$ cat config.mk
export PLATFORM = sky130hd
export DESIGN_NAME = nxn_board_game_ctrl
export DESIGN_NICKNAME = d
export VERILOG_FILES = /design/src/rtl/nxn_board_game_ctrl.sv
export SDC_FILE = /design/constraint.sdc
export NUM_CORES = 1
export LEC_CHECK = 0
export CAP_MARGIN = 15
export CELL_PAD_IN_SITES_DETAIL_PLACEMENT = 1
export CELL_PAD_IN_SITES_GLOBAL_PLACEMENT = 1
export CORE_MARGIN = 2
export CORE_UTILIZATION = 39
export DETAILED_ROUTE_END_ITERATION = 6
export GPL_ROUTABILITY_DRIVEN = 0
export PLACE_DENSITY = 0.88
export SETUP_SLACK_MARGIN = 0.3
export SLEW_MARGIN = 20
export SYNTH_ARGS = -nofsm -noshare
export SYNTH_HDL_FRONTEND = slang
export SYNTH_SLANG_ARGS = --single-unit
$ cat constraint.sdc
create_clock -name clock -period 2.9 [get_ports clock]
set_input_delay 0.29 -clock clock [delete_from_list [all_inputs] [get_ports clock]]
set_output_delay 0.29 -clock clock [all_outputs]
set_load 0.05 [all_outputs]
$ cat src/rtl/nxn_board_game_ctrl.sv
// Two-player N x N N-in-a-row game controller: board storage, turn arbitration, win/draw detection.
// Latency: accepted move -> board updated 1 cycle; -> game_over or next move_ready 2 cycles.
// Backpressure: move_ready is high only while waiting for a move (TURN); moves offered elsewhere are not taken.
// Optional feature: define TURN_TIMEOUT_EN to end the game when a player exceeds TIMEOUT_CYCLES in TURN.
module nxn_board_game_ctrl #(
    parameter int N              = 3,
    parameter int FIRST_PLAYER   = 0,
    parameter int TIMEOUT_CYCLES = 1024,
    localparam int CW            = ($clog2(N) > 1) ? $clog2(N) : 1,
    localparam int MCW           = $clog2(N*N+1)
) (
    input  logic               clock,
    input  logic               reset,
    input  logic               start,
    input  logic               move_valid,
    input  logic [CW-1:0]      move_row,
    input  logic [CW-1:0]      move_col,
    output logic               move_ready,
    output logic               turn,
    output logic [2*N*N-1:0]   board,
    output logic [MCW-1:0]     move_count,
    output logic               illegal,
    output logic               game_over,
    output logic [1:0]         winner,
    output logic               timeout
);

    localparam logic [1:0] S_IDLE  = 2'd0;
    localparam logic [1:0] S_TURN  = 2'd1;
    localparam logic [1:0] S_CHECK = 2'd2;
    localparam logic [1:0] S_DONE  = 2'd3;

    localparam int             CELLS      = N*N;
    localparam logic           FP         = (FIRST_PLAYER != 0);
    // One extra bit so an index equal to N (or above) can be compared for non-power-of-two N.
    localparam logic [CW:0]    N_EXT      = (CW+1)'(N);
    localparam logic [MCW-1:0] FULL_COUNT = MCW'(CELLS);

    logic [1:0]       state;
    logic [1:0]       mark;
    logic             in_range;
    logic             cell_occupied;
    logic [CELLS-1:0] target_sel;
    logic             take_move;
    logic             accept_legal;
    logic             reject_move;
    logic             tmo_hit;

    logic [N-1:0]     row_win;
    logic [N-1:0]     col_win;
    logic             diag_win;
    logic             anti_win;
    logic             mover_wins;

    // State decodes exposed directly; everything else leaves through a register.
    assign move_ready = (state == S_TURN);
    assign game_over  = (state == S_DONE);

    // Cell code of the player to move; during CHECK turn still names the player who just moved.
    assign mark = turn ? 2'b10 : 2'b01;

    assign in_range = ({1'b0, move_row} < N_EXT) && ({1'b0, move_col} < N_EXT);

    // Decode the addressed cell into a one-hot select and read back whether it is already taken.
    always_comb begin
        target_sel    = '0;
        cell_occupied = 1'b0;
        for (int r = 0; r < N; r++) begin
            for (int c = 0; c < N; c++) begin
                if ((move_row == CW'(r)) && (move_col == CW'(c))) begin
                    target_sel[r*N+c] = 1'b1;
                    cell_occupied     = |board[2*(r*N+c) +: 2];
                end
            end
        end
    end

    assign take_move    = move_valid && move_ready;
    assign accept_legal = take_move && in_range && !cell_occupied;
    assign reject_move  = take_move && !(in_range && !cell_occupied);

    // Row and column ownership by the current mover; empty cells never match since mark is non-zero.
    always_comb begin
        row_win = '0;
        col_win = '0;
        for (int i = 0; i < N; i++) begin
            row_win[i] = 1'b1;
            col_win[i] = 1'b1;
            for (int j = 0; j < N; j++) begin
                if (board[2*(i*N+j) +: 2] != mark) begin
                    row_win[i] = 1'b0;
                end
                if (board[2*(j*N+i) +: 2] != mark) begin
                    col_win[i] = 1'b0;
                end
            end
        end
    end

    // Main diagonal (r == c) and anti-diagonal (c == N-1-r) ownership by the current mover.
    always_comb begin
        diag_win = 1'b1;
        anti_win = 1'b1;
        for (int i = 0; i < N; i++) begin
            if (board[2*(i*N+i) +: 2] != mark) begin
                diag_win = 1'b0;
            end
            if (board[2*(i*N+(N-1-i)) +: 2] != mark) begin
                anti_win = 1'b0;
            end
        end
    end

    assign mover_wins = (|row_win) || (|col_win) || diag_win || anti_win;

`ifdef TURN_TIMEOUT_EN
    localparam int             TCW      = ($clog2(TIMEOUT_CYCLES) > 1) ? $clog2(TIMEOUT_CYCLES) : 1;
    localparam logic [TCW-1:0] TMO_LAST = TCW'(TIMEOUT_CYCLES-1);

    logic [TCW-1:0] turn_cnt;

    // Cycles spent in the current TURN; every other state holds it at zero so each TURN starts fresh.
    // Rejected moves leave TURN unchanged, so they do not restart the count.
    always_ff @(posedge clock or posedge reset) begin
        if (reset) begin
            turn_cnt <= '0;
        end else if (state == S_TURN) begin
            turn_cnt <= turn_cnt + 1'b1;
        end else begin
            turn_cnt <= '0;
        end
    end

    // A legal move on the last allowed cycle beats the timeout.
    assign tmo_hit = (state == S_TURN) && (turn_cnt == TMO_LAST) && !accept_legal;
`else
    assign tmo_hit = 1'b0;
`endif

    // Game FSM with board, turn, move count and result registers.
    always_ff @(posedge clock or posedge reset) begin
        if (reset) begin
            state      <= S_IDLE;
            board      <= '0;
            turn       <= FP;
            move_count <= '0;
            illegal    <= 1'b0;
            winner     <= 2'b00;
            timeout    <= 1'b0;
        end else begin
            illegal <= 1'b0;
            case (state)
                S_IDLE, S_DONE: begin
                    if (start) begin
                        board      <= '0;
                        move_count <= '0;
                        winner     <= 2'b00;
                        timeout    <= 1'b0;
                        turn       <= FP;
                        state      <= S_TURN;
                    end
                end
                S_TURN: begin
                    if (accept_legal) begin
                        for (int i = 0; i < CELLS; i++) begin
                            if (target_sel[i]) begin
                                board[2*i +: 2] <= mark;
                            end
                        end
                        move_count <= move_count + 1'b1;
                        state      <= S_CHECK;
                    end else begin
                        if (reject_move) begin
                            illegal <= 1'b1;
                        end
                        if (tmo_hit) begin
                            winner  <= turn ? 2'b01 : 2'b10;
                            timeout <= 1'b1;
                            state   <= S_DONE;
                        end
                    end
                end
                S_CHECK: begin
                    // A win on the last free cell is reported as a win, not a draw.
                    if (mover_wins) begin
                        winner <= mark;
                        state  <= S_DONE;
                    end else if (move_count == FULL_COUNT) begin
                        winner <= 2'b11;
                        state  <= S_DONE;
                    end else begin
                        turn  <= ~turn;
                        state <= S_TURN;
                    end
                end
                default: begin
                    state <= S_IDLE;
                end
            endcase
        end
    end

endmodule

# == Yosys cells after proc, flatten, opt, wreduce, memory -nomap -nowiden ==
# Index checks and enable logic that the tools add are counted.
# totals
out_inout_bits,29
ff_bits,28
wordCells,171
input_bits,8
# op_classes
n_lt_le_gt_ge,2
n_reduce_logical,50
n_addsub,1
bitwise,2
n_mux,71
eq_ne,31
# ops
op,n
2-to-1 mux 1 bit,45
AND reduction 4 bit,10
2-to-1 mux 18 bit,2
one-hot mux 18 bit (2 select lines),1
2-to-1 mux 2 bit,17
!= test 2 x 1 -> 1 bit (second input constant),10
OR reduction 2 bit,10
!= test 2 bit,9
logical AND 1 bit,15
equality test 2 bit (second input constant),4
2-to-1 mux 4 bit,2
one-hot mux 4 bit (2 select lines),1
equality test 2 x 1 -> 1 bit (second input constant),3
zero test 2 bit,3
!= test 2 bit (second input constant),3
one-hot mux 2 bit (3 select lines),1
AND reduction 3 bit,2
OR reduction 3 bit,2
adder 4 x 1 -> 4 bit (second input constant),1
equality test 4 bit (second input constant),1
less-than comparator 2 bit (second input constant),2
one-hot mux 2 bit (2 select lines),1
nonzero test 2 bit,2
logical OR 1 bit,3
5 further kinds,7

# == Longest topological paths before layout ==
# depth
depth_word,18
mapped_depth,8
ltp_nobuf,6

# == Least setup slack after synthesis ==
# Ideal clock, no wire load.
# synth_timing
path_type,flip-flop to flip-flop
start,register board[15]
end,register board[1]
setup_time_ns,0.121
arrival_time_ns,2.409
synth_period_minus_slack_ns,2.530
path_stages_with_launch,8
slack_ns,0.370
t_required_ns,2.779
n_path_buf,1
path_cell_list,dfrtp_1 or4b_1 a2111o_1 o221ai_1 o211a_1 buf_6 o211ai_1 a22o_1
# synth_between
elab_chain_len,7
# synth_lines
element,line,text
from (decl),20,"output logic [2*N*N-1:0] board,"
"from (signal, indexed assignment)",167,board[2*i +: 2] <= mark;
OR reduction 2 bit,72,cell_occupied = |board[2*(r*N+c) +: 2];
2-to-1 mux 1 bit (2 in series),70,if ((move_row == CW'(r)) && (move_col == CW'(c))) begin
zero test 1 bit,79,assign accept_legal = take_move && in_range && !cell_occupied;
logical AND 1 bit,79,
!= test 2 x 1 -> 1 bit (no source line),n/a,
AND reduction 4 bit (no source line),n/a,
# No other way between the ends.
# A chain may end at the register's enable or synchronous reset.

# == Final worst setup path ==
# layout_timing
start,register board[15]
end,register move_count[3]
# layout_between
elab_chain_len,7
# layout_lines
element,line,text
OR reduction 2 bit,72,
2-to-1 mux 1 bit (2 in series),70,
zero test 1 bit,79,
logical AND 1 bit,79,
!= test 2 x 1 -> 1 bit (no source line),n/a,
AND reduction 3 bit (no source line),n/a,
to (signal assigned),170,move_count <= move_count + 1'b1;
to (decl),21,"output logic [MCW-1:0] move_count,"
# No other way between the ends.

==> flow_summary.json <==
{
  "vias_in_the_first_global_route": 1730,
  "criticalPathCategory": "register to register",
  "post_synthesis_async_set_or_reset_flop_share_pct": 100,
  "max_freq_ghz": 0.400,
  "critPathMaxFanout": 5,
  "wire_length_of_the_first_global_routing_pass_um": 8650,
  "io_pins": 37,
  "synth_largest_type_area_fraction_pct": 37.5,
  "routed_wirelength_um": 5550,
  "floorplan.die.height_um": 73.3,
  "initial_utilization_pct": 40.1,
  "synthFlopType": "sky130_fd_sc_hd__dfrtp_1",
  "hold_class": "input pin to async pin",
  "required_ps": 3060,
  "yosysSeqAreaShare_pct": 37.5,
  "clock_sink_count": 28,
  "drive_gt1_share_pct": 12.8,
  "synth.ff_latch_count": 28,
  "setup-tns-final_ps": 0,
  "nets": 259,
  "cts_made_buffers": 3,
  "antenna_left": 0,
  "syn-instance-count": 197,
  "fin_skew_ps": 2.53,
  "number_of_flops_mapped_to_enable_cells_by_yosys": 0,
  "dp.final_hpwl_um": 4160,
  "yosysMostFrequentCell": "sky130_fd_sc_hd__dfrtp_1",
  "finalMaxSlewViolations": 0,
  "htree_num_levels": 1,
  "largest_net_degree_at_the_start_of_global_routing": 29,
  "ys.warnings.count": 0,
  "detail_route.vias_per_cell": 6.03,
  "grt_setup_unrepaired": "no",
  "standard_cell_area_after_detailed_placement_mm2": 0.00237,
  "row_count": 25,
  "detailedPlace.worstSlack_ps": 111,
  "worst_slack_ps": 400,
  "cts_tree": "built",
  "groute.usage.overall_pct": 20.9,
  "worst_skew_pair.late_latency_ps": 270,
  "p_leak_nw": 1.02,
  "standard_cell_core_area_mm2": 0.00466,
  "clk_transition_reported_paths_ps": 90,
  "globalRoute.totalOverflow": 0,
  "synth_largest_area_cell": "sky130_fd_sc_hd__dfrtp_1",
  "cts_root_buf": "sky130_fd_sc_hd__clkbuf_8",
  "remaining_drc_errors": 0,
  "initialDrtViolationCount": 108,
  "timing.critical_path.from_type": "register",
  "critPathArrivalTime_ps": 2660,
  "firstDrtPassIters": 4,
  "setup.worst_path.end_class": "register",
  "postLayoutCellArea_mm2": 0.00243,
  "synth.net_count": 211,
  "antennaDiodeCount": 0,
  "timing.max_slew.rel_slack_pct": 61.3,
  "post_synth_instance_area_mm2": 0.00187,
  "result_of_the_run": "finished clean",
  "fill_cells": 529,
  "worst_pin_slew_ps": 580,
  "report.final.hold_viol_count": 0,
  "dieArea_mm2": 0.00537,
  "buffer_ports.inserted": 35,
  "fin_crit_ps": 2500,
  "flow.area_growth_from_synthesis_pct": 29.9,
  "vdd_ir_drop_max_mv": 0.488,
  "ys_types": 54,
  "syn-mean-instance-area_um2": 9.50,
  "ys_top_cells_by_count": "sky130_fd_sc_hd__dfrtp_1 (28), sky130_fd_sc_hd__a22o_1 (17), sky130_fd_sc_hd__nor2_1 (16)",
  "synthTopCellsByArea": "sky130_fd_sc_hd__dfrtp_1 (37%), sky130_fd_sc_hd__a22o_1 (8.0%), sky130_fd_sc_hd__o211ai_1 (5.2%)",
  "via_count": 1792,
  "setup_viol": 0,
  "grt_antenna_before_repair": 0,
  "die_width_um": 73.3,
  "wl_per_cell_um": 18.7,
  "cts.path.max_buffers": 2,
  "cellPowerDensity_mw_per_mm2": 790,
  "drv.max_cap_violation_count": 0,
  "timing.final.crit_share_pct": 86.2
}
## power by group
part	internal, W	switching, W
logic	0.000419	0.000709
registers	0.000466	0.000111
clock network	0.0000934	0.000120
total	0.000979	0.000941
## sequential cells by signal, summed over array words and instances (netlist names)
name,cells
winner,2
state,2
move_count,4
illegal,1
turn,1
board,18
## stage by stage
stage / instances / total power [W] / util [%] / hold slack (ps)
6_report: 297 / 0.00192 / 52.1 / 382
4_1_cts: 295 / 0.00192 / 51.7 / 390
3_5_place_dp: 292 / 0.00171 / 50.8 / 509
5_1_grt: 297 / 0.00204 / 52.1 / 404
2_1_floorplan: 197 / 0.00135 / - / 355
3_3_place_gp: 292 / 0.00166 / 50.8 / 510
## per-layer routing
metal	track usage [%]	share of wire (%)
met5	0	0
met4	4.94	0.92
met3	1.65	2.2
met2	35.9	49
met1	28.5	48
## cell type report
type                       count  area, um^2  area share, %
sequential                    28         702           28.9
timing repair buffer          52         490           20.2
inverter                       9        33.8           1.39
tap                           54        67.6           2.78
multi-input combinational    151        1090           45.1
clock buffer                   3        41.3           1.70
## worst max-delay path: stages (launching register included)
cell and delay [ps]:
sky130_fd_sc_hd__dfrtp_2 440, sky130_fd_sc_hd__or4b_1 530, sky130_fd_sc_hd__a2111o_1 430, sky130_fd_sc_hd__o311a_2 150
sky130_fd_sc_hd__o211ai_1 170, sky130_fd_sc_hd__buf_4 200, sky130_fd_sc_hd__nand2_1 90, sky130_fd_sc_hd__a221o_1 370
## final timing paths
kind	startpoint	to	slack (ps)	depth (start not counted)
min in group clock	winner[0]$_DFFE_PP0P_	winner[0]$_DFFE_PP0P_	520	2
hold / removal	reset	winner[0]$_DFFE_PP0P_	380	3
setup reg to reg	board[15]$_DFFE_PP0P_	move_count[3]$_DFFE_PP0P_	400	7
hold reg to reg	winner[0]$_DFFE_PP0P_	winner[0]$_DFFE_PP0P_	520	2
setup / recovery	board[15]$_DFFE_PP0P_	move_count[3]$_DFFE_PP0P_	400	7
max in group asynchronous	reset	board[15]$_DFFE_PP0P_	2230	3
## layout by cell type (no fill, tap or decap), types with 2 or more instances in the layout
cell and n:
sky130_fd_sc_hd__clkdlybuf4s50_1 35, sky130_fd_sc_hd__dfrtp_1 27, sky130_fd_sc_hd__a22o_1 17, sky130_fd_sc_hd__nor2_1 16, sky130_fd_sc_hd__buf_4 16, sky130_fd_sc_hd__nand2b_1 13
sky130_fd_sc_hd__o211ai_1 13, sky130_fd_sc_hd__nand2_1 10, sky130_fd_sc_hd__inv_1 9, sky130_fd_sc_hd__nor3_1 7, sky130_fd_sc_hd__o22ai_1 7, sky130_fd_sc_hd__ha_1 6
sky130_fd_sc_hd__nand3b_1 5, sky130_fd_sc_hd__o21ai_0 4, sky130_fd_sc_hd__or3b_2 3, sky130_fd_sc_hd__nor3b_1 3, sky130_fd_sc_hd__clkbuf_8 3, sky130_fd_sc_hd__o311ai_0 2
sky130_fd_sc_hd__a21oi_1 2, sky130_fd_sc_hd__o21a_1 2, sky130_fd_sc_hd__or3_1 2, sky130_fd_sc_hd__nor4bb_1 2, sky130_fd_sc_hd__nor2b_1 2, sky130_fd_sc_hd__and3b_1 2
sky130_fd_sc_hd__a21boi_0 2, sky130_fd_sc_hd__nor4_1 2, sky130_fd_sc_hd__a21o_1 2, sky130_fd_sc_hd__and3_1 2
## timing repair
item / in CTS / in global routing
setup buffers: 0 / 2
hold buffers: 0 / 0
gates resized for setup: 0 / 2
setup endpoints to repair: 0 / 11
## cells by family (layout without fill, tap and decap cells)
logic type	count (synthesis)	in the layout	synth area share, %
and+or+nand+nor	75	75	24.3
AOI/OAI and AO/OA	68	68	29.2
DFF	28	28	37.5
buffers and inverters	18	64	4.35
adders and majority gates	6	6	4.01
other	1	1	0.200
muxes	1	1	0.535
Power figures use the tool's default switching activity.
